--- config.mk ---
export PLATFORM = sky130hd
export DESIGN_NAME = limit_counter
export DESIGN_NICKNAME = d
export VERILOG_FILES = /design/src/rtl/limit_counter.sv
export SDC_FILE = /design/constraint.sdc
export NUM_CORES = 1
export LEC_CHECK = 0
export BUFFER_PORTS_ARGS = -buffer_cell sky130_fd_sc_hd__buf_2
export CAP_MARGIN = 20
export CELL_PAD_IN_SITES_DETAIL_PLACEMENT = 1
export CELL_PAD_IN_SITES_GLOBAL_PLACEMENT = 1
export CORE_ASPECT_RATIO = 1.1
export CORE_MARGIN = 5
export CORE_UTILIZATION = 36
export CTS_BUF_LIST = sky130_fd_sc_hd__clkbuf_16
export CTS_CLUSTER_DIAMETER = 80
export DETAILED_ROUTE_END_ITERATION = 6
export HOLD_SLACK_MARGIN = 0.12
export PLACE_DENSITY_LB_ADDON = 0.1
export SYNTH_ARGS = -nofsm -noshare
export SYNTH_HDL_FRONTEND = slang
export SYNTH_SLANG_ARGS = --single-unit
--- constraint.sdc ---
create_clock -name clock_i -period 7.14 [get_ports clock_i]
set_input_delay 1.428 -clock clock_i [delete_from_list [all_inputs] [get_ports clock_i]]
set_output_delay 1.428 -clock clock_i [all_outputs]
set_load 0.03 [all_outputs]
--- src/rtl/limit_counter.sv ---
`default_nettype none
// ============================================================================
// Module   : limit_counter
// Bounded up/down counter with run-time limits, variable step, wrap/saturate.
// Revision : 1.0
// ============================================================================
module limit_counter #(
    parameter int WIDTH      = 16,
    parameter int STEP_WIDTH = 8
) (
    input  logic                  clock_i,
    input  logic                  reset_n_i,
    input  logic                  clear_i,
    input  logic                  load_i,
    input  logic [WIDTH-1:0]      load_value_i,
    input  logic                  en_i,
    input  logic                  up_i,
    input  logic [STEP_WIDTH-1:0] step_i,
    input  logic [WIDTH-1:0]      lo_i,
    input  logic [WIDTH-1:0]      hi_i,
    input  logic                  wrap_i,
    output logic [WIDTH-1:0]      count_o,
    output logic                  at_lo_o,
    output logic                  at_hi_o,
    output logic                  terminal_o,
    output logic                  overflow_o,
    output logic                  cfg_err_o
);

    // Two spare bits keep count + step and count + span free of overflow.
    localparam int EW = ((STEP_WIDTH > WIDTH) ? STEP_WIDTH : WIDTH) + 2;

    logic [WIDTH-1:0] count_q, count_d;
    logic             terminal_q, terminal_d;
    logic             overflow_q, overflow_d;
    logic             w_cfg_err;
    logic             w_event;
    logic [EW-1:0]    w_cnt, w_lo, w_hi, w_step, w_span;
    logic [EW-1:0]    w_room_up, w_room_dn;

    assign w_cfg_err = (lo_i > hi_i);
    assign w_cnt     = EW'(count_q);
    assign w_lo      = EW'(lo_i);
    assign w_hi      = EW'(hi_i);
    assign w_step    = EW'(step_i);
    assign w_span    = w_hi - w_lo + EW'(1);
    assign w_room_up = w_hi - w_cnt;
    assign w_room_dn = w_cnt - w_lo;

    always_comb begin
        count_d    = count_q;
        overflow_d = overflow_q;
        w_event    = 1'b0;
        if (clear_i) begin
            count_d    = lo_i;
            overflow_d = 1'b0;
        end else if (!w_cfg_err && load_i) begin
            if (load_value_i < lo_i) begin
                count_d = lo_i;
                w_event = 1'b1;
            end else if (load_value_i > hi_i) begin
                count_d = hi_i;
                w_event = 1'b1;
            end else begin
                count_d = load_value_i;
            end
        end else if (!w_cfg_err && en_i) begin
            // Limits moved under the count: pull it back inside, no step.
            if (count_q > hi_i) begin
                count_d = hi_i;
                w_event = 1'b1;
            end else if (count_q < lo_i) begin
                count_d = lo_i;
                w_event = 1'b1;
            end else if (up_i) begin
                if (w_step <= w_room_up) begin
                    count_d = WIDTH'(w_cnt + w_step);
                end else if (wrap_i && (w_step <= w_span)) begin
                    count_d = WIDTH'(w_cnt + w_step - w_span);
                    w_event = 1'b1;
                end else begin
                    count_d = hi_i;
                    w_event = 1'b1;
                end
            end else begin
                if (w_step <= w_room_dn) begin
                    count_d = WIDTH'(w_cnt - w_step);
                end else if (wrap_i && (w_step <= w_span)) begin
                    count_d = WIDTH'(w_cnt + w_span - w_step);
                    w_event = 1'b1;
                end else begin
                    count_d = lo_i;
                    w_event = 1'b1;
                end
            end
        end
        terminal_d = w_event;
        if (w_event) begin
            overflow_d = 1'b1;
        end
    end

    always_ff @(posedge clock_i or negedge reset_n_i) begin
        if (!reset_n_i) begin
            count_q    <= '0;
            terminal_q <= 1'b0;
            overflow_q <= 1'b0;
        end else begin
            count_q    <= count_d;
            terminal_q <= terminal_d;
            overflow_q <= overflow_d;
        end
    end

    assign count_o    = count_q;
    assign at_lo_o    = (count_q == lo_i);
    assign at_hi_o    = (count_q == hi_i);
    assign terminal_o = terminal_q;
    assign overflow_o = overflow_q;
    assign cfg_err_o  = w_cfg_err;

endmodule
`default_nettype wire

==> results_dict.tcl <==
set metrics [dict create \
    status "completed" \
    gp_congestion 0.936 \
    r2r-end "overflow_o" \
    mostFrequentLayoutCells "ha_1 (150), inv_1 (119), nor2_1 (109)" \
    postCtsHoldBufs 0 \
    io_pins 84 \
    cts_buffers 3 \
    crit_type "input port to flop" \
    finalSetupViolCount 0 \
    critPathArrivalTime_ns 6.64 \
    skew_ns 0.00590 \
    synthSimpleGateAreaFrac_pct 22.0 \
    synth_compound_area_share_pct 32.2 \
    worst-path-max-fanout 5 \
    p_leak_uw 0.00465 \
    worst_hold_slack_ns 0.479 \
    tightest_slew_ns 1.11 \
    dr.pass1.iters 7 \
    synth_area_sq_mm 0.00941 \
    yosys_most_used_dff "dfrtp_1" \
    maxSlewHeadroom_pct 25.6 \
    fin_util_pct 40.1 \
    synth_mux_area_share_pct 3.68 \
    r2r_cells 21 \
    r2r_start "count_o[1]" \
    clk_pin_slew_ns 0.06 \
    worstHoldStart "overflow_o" \
    wl_per_cell_microns 24.2 \
    final_common_cell "ha_1" \
    grt_pass1_wl_microns 62700 \
    r2r_setup_slack_ns 1.64 \
    antenna_found_initial 0 \
    cts_tree "done" \
    drive_gt1_share_pct 11.2 \
    synth_top_family_by_area "compound AO/OA/AOI/OAI gates" \
    min_path_cells 1 \
    ys_warn_count 0 \
    port_buffers 83 \
    ant_nets 0 \
    post_synth_fa_ha_maj_area_fraction_pct 23.0 \
    postSynthCellCount 1294 \
    drt_first_iter_violations 801 \
    synth-edff-count 0 \
    synth_nets 1521 \
    routed_wl_microns 41700 \
    drv_cap 0 \
    synthXorXnorAreaFrac_pct 7.93 \
    initial_core_util_pct 36.3 \
    cts_setup_buffers 0 \
    final_max_slew_viol_count 0 \
    required_ns 7.30 \
    synth-async-reset-ratio_pct 100 \
    syn_avg_cell_area_sq_um 7.27 \
    cp-start-kind "input port" \
    cts.path.max_buffers 2 \
    hold_end "overflow_o" \
    root_buffer "clkbuf_16" \
    tns_ns 0 \
    clock_latency_ns 0.27 \
    grt_max_degree 43 \
    die_w_microns 164 \
    ys_seq_area_share_pct 4.79 \
    pwr_density_cell_mw_per_mm2 243 \
    place_area_sq_mm 0.0103 \
    final_area_sq_mm 0.0104 \
    coreArea_sq_mm 0.0259 \
    ys_seq_elements 18 \
    viasPerCell 6.08 \
    die_h_microns 180 \
    fmax_ghz 0.154 \
    syn_to_final_growth_pct 10.5 \
    grt-ovfl-total 0 \
    fin_crit_ns 6.49 \
    hold_violations 0 \
    fp.dieArea_sq_mm 0.0295 \
    route.vias.total 10500 \
    rows 62 \
    preCtsSetupSlack_ns 0.398 \
    grt_pass1_vias 10700 \
    hpwl_microns 36200 \
    setup.worst_path.end_class "flop" \
    ys_types 90 \
    h-tree-depth 1 \
    nNetsFinal 1599 \
    min_path_type "flop to flop" \
    grt_usage_pct 27.4 \
    crit_start "hi_i[0]" \
    fin_crit_sh_pct 90.8 \
    fillers 3354 \
    finalWorstSetupSlack_ns 0.654 \
    ir_drop_mv 0.0785 \
    cts_resized 0 \
    rsz0062_at_grt "no" \
    cts_sinks 18 \
    drc 0 \
]
critical path: stages:
cell,delay (ns)
buf_2,0.14
inv_1,0.10
ha_1,0.21
fa_1,0.48
nor2b_1,0.20
o21a_1,0.17
nor3_1,0.06
nor4_1,0.54
nand4_1,0.30
nor4_4,0.49
nand2_1,0.18
xnor2_1,0.52
nand2_1,0.10
nand3_1,0.10
ha_1,0.28
a21o_1,0.19
a31oi_1,0.24
nand3_1,0.11
a211o_1,0.31
a21oi_1,0.16
o21ai_0,0.09
a31o_2,0.25
cell type report:
| type | count | area, sq um | area share, % |
|---|---|---|---|
| multi-input cells | 1121 | 8360 | 80.5 |
| repair buffers | 107 | 608 | 5.85 |
| inverters | 121 | 454 | 4.37 |
| flip-flops and latches | 18 | 450 | 4.33 |
| well taps | 352 | 440 | 4.24 |
| clock buffers | 3 | 75.1 | 0.722 |
| diodes | 1 | 2.50 | 0.0241 |
cell usage after synthesis (28+ instances only):
| library cell | number | area [sq um] |
|---|---|---|
| nand2_1 | 76 | 285 |
| inv_1 | 119 | 447 |
| a211oi_1 | 30 | 225 |
| xnor2_1 | 57 | 499 |
| ha_1 | 150 | 1880 |
| nand3_1 | 28 | 140 |
| nor2_1 | 109 | 409 |
| o21ai_0 | 75 | 375 |
| mux2i_1 | 29 | 290 |
| a21oi_1 | 96 | 480 |
| nor3_1 | 37 | 185 |
logic make-up after synthesis:
group	after synthesis
AO/OA/AOI/OAI	439
AND/OR/NAND/NOR	402
adder cells (fa/ha/maj)	165
buffers and inverters	155
XOR/XNOR	81
multiplexers	34
flip-flops	18
sequential cells by signal (all words and copies together), names as in the netlist:
signal / cells
overflow_o: 1
terminal_o: 1
count_o: 16
how the worst max path moves through the flow:
stage / to / slack, ns / depth (start not counted)
6_report: count_o[15] / 0.65 / 22
5_1_grt: count_o[15] / 0.25 / 22
4_1_cts: count_o[15] / 0.68 / 22
3_5_place_dp: count_o[15] / 0.40 / 22
3_3_place_gp: count_o[15] / 0.48 / 22
2_1_floorplan: count_o[15] / 1.11 / 22
power breakdown:
group / internal [uW] / switching, uW
registers: 120 / 58.8
logic: 868 / 1350
clock network: 74.2 / 47.4
total: 1060 / 1460
per-stage QoR:
stage          total power [uW]  std cells
2_1_floorplan              1720       1294
3_3_place_gp               2330       1719
3_5_place_dp               2360       1719
4_1_cts                    2500       1722
5_1_grt                    2740       1722
6_report                   2520       1723
metal layers:
layer	share of wire (%)	up-vias	GRT usage, %
li1	-	5042	-
met1	44	5127	35.6
met2	48	262	47.3
met3	5.1	47	2.77
met4	3.3	0	8.66
met5	0	-	0
Power figures use the tool's default switching activity.
